`src/rtl/pi_servo.sv`:
```
// Lock-in PI servo: saturating error, shift gains, anti-windup,
// offset-binary DAC code with a one-cycle done strobe.
module pi_servo #(
  parameter int DATAWIDTH = 32,
  parameter int OUTWIDTH  = 16,
  parameter int KWIDTH    = 4
) (
  input  logic                 clk,
  input  logic                 rst,
  input  logic                 once,
  input  logic [DATAWIDTH-1:0] in,
  input  logic [DATAWIDTH-1:0] setpoint,
  input  logic [KWIDTH-1:0]    kp,
  input  logic [KWIDTH-1:0]    ki,
  input  logic                 enable,
  output logic                 done,
  output logic [OUTWIDTH-1:0]  out,
  output logic                 railed
);

  localparam int DW = DATAWIDTH;
  localparam int OW = OUTWIDTH;

  localparam logic [OW-1:0] MID = {1'b1, {(OW-1){1'b0}}};
  localparam logic [DW-1:0] SMAX = {1'b0, {(DW-1){1'b1}}};
  localparam logic [DW-1:0] SMIN = {1'b1, {(DW-1){1'b0}}};

  typedef enum logic [1:0] {
    S_IDLE,
    S_ERR,
    S_INT,
    S_OUT
  } state_t;

  state_t r_state;

  logic [DW-1:0] r_in;
  logic [DW-1:0] r_sp;
  logic signed [DW-1:0] r_err;
  logic signed [DW-1:0] r_integ;
  logic r_rail_hi;
  logic r_done;
  logic r_railed;
  logic [OW-1:0] r_out;

  function automatic logic [DW-1:0] sat(
    input logic [DW:0] x
  );
    if (x[DW] != x[DW-1])
      return x[DW] ? SMIN : SMAX;
    return x[DW-1:0];
  endfunction

  logic [DW:0] w_diff;
  logic signed [DW-1:0] w_istep;
  logic [DW:0] w_isum;
  logic signed [DW-1:0] w_p;
  logic [DW:0] w_usum;
  logic [DW-1:0] w_u;
  logic w_usat;
  logic [OW-1:0] w_code;
  logic w_err_pos;
  logic w_err_neg;
  logic w_hold;

  assign w_diff = {r_sp[DW-1], r_sp}
                - {r_in[DW-1], r_in};

  assign w_istep = r_err >>> ki;
  assign w_isum = {r_integ[DW-1], r_integ}
                + {w_istep[DW-1], w_istep};

  assign w_p = r_err >>> kp;
  assign w_usum = {w_p[DW-1], w_p}
                + {r_integ[DW-1], r_integ};
  assign w_u = sat(w_usum);
  assign w_usat = w_usum[DW] != w_usum[DW-1];

  // Top OW bits of u with the sign flipped give offset binary.
  assign w_code = {~w_u[DW-1], w_u[DW-2 -: OW-1]};

  assign w_err_neg = r_err[DW-1];
  assign w_err_pos = !r_err[DW-1] && (r_err != '0);
  assign w_hold = r_railed
               && ((r_rail_hi && w_err_pos)
               || (!r_rail_hi && w_err_neg));

  always_ff @(posedge clk) begin
    if (!rst) begin
      r_state   <= S_IDLE;
      r_in      <= '0;
      r_sp      <= '0;
      r_err     <= '0;
      r_integ   <= '0;
      r_rail_hi <= 1'b0;
      r_done    <= 1'b0;
      r_railed  <= 1'b0;
      r_out     <= MID;
    end else begin
      r_done <= 1'b0;
      unique case (r_state)
        S_IDLE: begin
          if (once) begin
            r_in    <= in;
            r_sp    <= setpoint;
            r_state <= S_ERR;
          end
        end
        S_ERR: begin
          r_err   <= sat(w_diff);
          r_state <= S_INT;
        end
        S_INT: begin
          if (!enable)
            r_integ <= '0;
          else if (!w_hold)
            r_integ <= sat(w_isum);
          r_state <= S_OUT;
        end
        S_OUT: begin
          if (!enable) begin
            r_out    <= MID;
            r_railed <= 1'b0;
          end else begin
            r_out    <= w_code;
            r_railed <= w_usat
                     || (&w_code)
                     || (~|w_code);
            r_rail_hi <= ~w_u[DW-1];
          end
          r_done  <= 1'b1;
          r_state <= S_IDLE;
        end
        default: r_state <= S_IDLE;
      endcase
    end
  end

  assign done   = r_done;
  assign out    = r_out;
  assign railed = r_railed;

endmodule
```
`config.mk`:
```
export PLATFORM = sky130hd
export DESIGN_NAME = pi_servo
export DESIGN_NICKNAME = d
export VERILOG_FILES = /design/src/rtl/pi_servo.sv
export SDC_FILE = /design/constraint.sdc
export NUM_CORES = 1
export LEC_CHECK = 0
export BUFFER_PORTS_ARGS = -buffer_cell sky130_fd_sc_hd__buf_4
export CORE_UTILIZATION = 40
export CTS_CLUSTER_DIAMETER = 30
export DETAILED_ROUTE_END_ITERATION = 12
export GPL_ROUTABILITY_DRIVEN = 0
export SETUP_SLACK_MARGIN = 0.15
export SYNTH_ARGS = -nofsm -noshare
export SYNTH_HDL_FRONTEND = slang
export SYNTH_SLANG_ARGS = --single-unit
```
`constraint.sdc`:
```
create_clock -name clk -period 10.37 [get_ports clk]
set_input_delay 0.5185 -clock clk [delete_from_list [all_inputs] [get_ports clk]]
set_output_delay 0.5185 -clock clk [all_outputs]
set_load 0.1 [all_outputs]
```
After elaboration in Yosys (flattened, before gate mapping)
Cells that the tools add are included.

storage, ports and cells
  flip-flop bits (word level) = 149
  logic and storage cells = 65
  input port bits = 76

operators by class
  shifts and indexed selects = 2
  reduce and logical (&&, ||, !) cells = 17
  bitwise operators = 1
  equality and inequality tests = 8
  add/sub/neg operators = 3
  mux-type cells = 25

operators by type and width
  cell                  count
  $mux W32              11
  $add A32 B32 Y33      2
  $sshr A32 B4 Y32      2
  $sub A32 B32 Y33      1
  $reduce_bool A32 Y1   1
  $mux W16              1
  $reduce_and A16 Y1    1
  $reduce_or A16 Y1     1
  $mux W1               11
  $pmux W2 S4           1
  $reduce_and A2 Y1     3
  $eq A2 B2 Y1 const B  2
  $logic_and A1 B1 Y1   4
  $ne A2 B2 Y1 const B  2
  $logic_not A1 Y1      3
  $logic_or A1 B1 Y1    3
  $ne A1 B1 Y1          3
  $eq A2 B1 Y1 const B  1
  $logic_not A2 Y1      1
  $mux W2               1
  $not A1 Y1            1

Depth between registers and ports, before layout
  depth after elaboration = 12
  mapped depth = 23
  depth with buffers taken out = 19

Worst setup path after synthesis
Ideal clock, no wire load.

  path kind = input to register
  from = input ki[0]
  to = register r_integ[17]
  data arrival time = 5.328 ns
  cell stages on the path = 22
  path slack = 4.972 ns
  data required time = 10.301 ns
  library setup time = 0.069 ns
  path buffers = 4
  path through = clkbuf_1 -> clkbuf_1 -> clkbuf_1 -> nand2_1 -> o21ai_0 -> mux2i_1 -> nand2_1 -> o21ai_0 -> ha_1 -> fa_1 -> a211oi_1 -> or3_1 -> a21oi_1 -> o31a_1 -> a31oi_1 -> o31a_1 -> o21ai_1 -> or4b_1 -> o31ai_1 -> clkbuf_1 -> nor3_1 -> o21ai_1

on the way
  longest elaborated chain between the ends = 11
  elaborated cells between the ends (all ways) = 13

RTL lines
  item                  line  source
  from (decl)           14    input logic [KWIDTH-1:0] ki,
  $sshr A32 B4 Y32 *    69    assign w_istep = r_err >>> ki;
  $add A32 B32 Y33 *    71    + {w_istep[DW-1], w_istep};
  $ne A1 B1 Y1          49    if (x[DW] != x[DW-1])
  $mux W1               49
  $mux W1               116   else if (!w_hold)
  $mux W1               114   if (!enable)
  $mux W1               101   unique case (r_state)
  $mux W1               89    if (!rst) begin
  $mux W32 *            51    return x[DW-1:0];
  $mux W32 *            116
  $mux W32 *            114
  to (signal assigned)  117   r_integ <= sat(w_isum);
  to (decl)             40    logic signed [DW-1:0] r_integ;

Mark *: on every way between the ends. The rest lies on a longest branch, timed or not. The select of a mux whose other input is x is not followed.
A chain may end at the register's enable or synchronous reset.

Final worst setup path
  from = input ki[0]
  to = register r_integ[19]

Same word-level chain as after synthesis.

==> run_results.csv <==
group,metric,value,unit
floorplan,dieArea,0.0350,mm²
cells_and_area,utilization,45.2,%
grt,grt_pass1_vias,12100,
sta,setup_tns,0,ns
setup_path,slowest_stage,"nand2_1",
sta,skew,0.00985,ns
floorplan,rows,67,
clock_network,cts_resized,0,
synthesis,ys_seq_area_share,21.8,%
sta,max_slew_margin,36.5,%
sta,setup_viol,0,
placement,dp_hpwl,29600,µm
floorplan,initial_core_util,40.7,%
setup_path,cp.arrival,6.06,ns
sta,rsz0062_at_grt,"false",
sta,slew_violations,0,
grt,grt_overflow_total,0,
setup_path,endpoint,"r_integ[19]",
setup_path,path_class,"in -> reg",
power_and_ir_drop,power_frac_clock,17.1,%
floorplan,chipHeight,187,µm
cells_and_area,area_growth,11.0,%
cells_and_area,nNetsFinal,2001,
power_and_ir_drop,p_leak,6.35,nW
synthesis,yosysWarnings,0,
power_and_ir_drop,peakVddDrop,0.133,mV
power_and_ir_drop,seqPwrFrac,25.1,%
synthesis,synth_area_per_cell,7.55,µm²
clock_network,numCtsBuffers,17,
placement,numPortBuffers,93,
sta,tightest_slew,0.953,ns
synthesis,synth_most_common_cell,"nand2_1",
synthesis,synthCells,1813,
synthesis,synthFlopType,"dfxtp_1",
floorplan,die_w,187,µm
run,cap_violations,0,
clock_network,cts_sinks,149,
synthesis,synth_edf_count,0,
synthesis,synth_top_area_cell,"dfxtp_1",
clock_network,clock_path_buffers,2,
synthesis,yosysTopAreaCellShare,21.8,%
clock_network,clock_latency,0.44,ns
cells_and_area,n_antenna_cell,0,
setup_path,crit_required,10.72,ns
grt,antenna_found_initial,0,
sta,timing.final.crit_share,55.1,%
setup_path,reg2reg_depth,15,
clock_network,htree_levels,4,
route,drc,0,
power_and_ir_drop,power.density,237,mW/mm²
setup_path,cp_common_cell,"o21ai_1",
sta,hold_violations,0,
hold_path,worstHoldPathType,"in -> reg",
synthesis,synth_common_cells,"nand2_1, a21oi_1, dfxtp_1, nor2_1, o21ai_0",
clock_network,clk_pin_slew,0.07,ns
run_status,status,"finished clean",
grt,grt_max_degree,78,
synthesis,synth_cell_types,70,
setup_path,cp_max_fo,28,
floorplan,ios,94,
setup_path,rr_endpoint,"r_integ[19]",
setup_path,start_kind,"input port",
grt,grt_pass1_wl,62400,µm
route,vias,13100,
cells_and_area,drive_gt1_share,10.5,%
route,dr.first_iter.drc_count,1171,
synthesis,netlist_area,0.0137,mm²
power_and_ir_drop,power_frac_comb,57.8,%
floorplan,core,0.0336,mm²
setup_path,slowest_delay,0.66,ns
power_and_ir_drop,power.switching,1.66,mW
synthesis,synth-async-reset-ratio,0,%
setup_path,worstSetupEndpointType,"flop",
setup_path,r2r-start,"r_err[5]",
route,via_per_inst,5.73,
clock_network,postCtsSetupBuffers,0,
route,ant_nets,0,
synthesis,synth_seq_cells,149,
route,wl_per_cell,16.9,µm
sta,fin_crit,5.71,ns
power_and_ir_drop,p_int,1.93,mW
sta,fmax,175,MHz
clock_network,holdBufCountCts,0,
synthesis,synth_nets,1990,
setup_path,crit_chain,"buf_4 -> clkinv_1 -> a211oi_1 -> a21oi_1 -> mux4_2 -> ha_1 -> a211oi_1 -> o21ai_1 -> a2111o_1 -> a21oi_1 -> a21boi_1 -> o21ai_1 -> o21ai_1 -> a31oi_1 -> nand2_1 -> o21ai_1",
hold_path,min-delay-start,"setpoint[10]",
setup_path,crit_start,"ki[0]",
power_and_ir_drop,swShare,46.2,%
clock_network,cts_tree,"yes",
sta,hold_slack,0.330,ns
grt,track_usage,22.0,%
clock_network,cts-root-buf,"clkbuf_16",
setup_path,reg2reg_setup_slack,5.02,ns
route,routed_wl,38700,µm
synthesis,ys_top_cells_by_area,"dfxtp_1, ha_1, nand2_1",
route,first_pass_iters,5,
## worst min-delay path by stage
| stage | end | slack (ns) | cells past startpoint |
|---|---|---|---|
| 2_1_floorplan | r_in[2] | 0.44 | 2 |
| 3_3_place_gp | r_in[14] | 0.45 | 2 |
| 3_5_place_dp | r_in[18] | 0.46 | 2 |
| 4_1_cts | r_sp[10] | 0.31 | 3 |
| 5_1_grt | r_in[19] | 0.33 | 3 |
| 6_report | r_sp[10] | 0.33 | 3 |
## worst max-delay path: cells and delay by family
kind                     cells  cell delay [ns]
AO/OA/AOI/OAI               11             3.20
buffers and inverters        2             0.82
AND/OR/NAND/NOR              1             0.66
multiplexers                 1             0.53
adder cells (fa/ha/maj)      1             0.31
## final cells by class
| class | instances | area, µm² |
|---|---|---|
| flip-flops and latches | 149 | 2980 |
| multi-input cells | 1487 | 10100 |
| repair buffers | 102 | 766 |
| well taps | 448 | 561 |
| fillers | 3348 | 18400 |
| inverters | 67 | 251 |
| clock inverters | 12 | 118 |
| clock buffers | 19 | 453 |
## logic make-up (layout without fill, tap and decap cells)
kind of cell	count (synthesis)	in the layout	share of synthesized area, %
compound gates	589	589	27.2
xor+xnor	68	68	4.35
fa+ha+maj	132	132	11.6
buf+inv	177	200	4.94
flops	149	149	21.8
mux	93	93	10.4
simple gates	605	605	19.8
## per-stage QoR
stage	cell area [µm²]	std cells	worst slack, ns	power [mW]
2_1_floorplan	13700	1813	4.97	2.48
3_3_place_gp	14600	2253	4.42	2.94
3_5_place_dp	14600	2253	4.30	2.96
4_1_cts	15200	2284	4.74	3.60
5_1_grt	15200	2284	4.11	3.89
6_report	15200	2284	4.66	3.60
## power by group through the flow
stage          registers [mW]  logic, mW  clock network (mW)
2_1_floorplan           0.822       1.66                   0
3_3_place_gp            0.904       2.04                   0
3_5_place_dp            0.907       2.06                   0
4_1_cts                 0.895       2.07               0.631
5_1_grt                 0.920       2.31               0.655
6_report                0.903       2.08               0.615
## layer usage
metal | up-vias | track usage (%) | share of wire (%)
li1 | 6573 | - | -
met3 | 54 | 3.21 | 5.5
met5 | - | 0 | 0
met4 | 0 | 7.06 | 2.3
met2 | 390 | 35.2 | 45
met1 | 6081 | 30.3 | 48
## layout by cell type (no fill, tap or decap), types with 44 or more instances in the layout
cell type / count
o21ai_0: 109
buf_4: 102
mux2i_1: 44
nand2_1: 303
a21o_1: 48
ha_1: 98
nor2_1: 117
inv_1: 65
dfxtp_1: 149
a21boi_0: 69
a21oi_1: 152
xnor2_1: 46
## sequential cells by signal, indices dropped and copies added (netlist names), 2 cells and up
signal and cells:
r_integ 32, r_state 2, r_err 32, r_in 32
out 16, r_sp 32
Note: power is estimated with default switching activity, not from simulation.
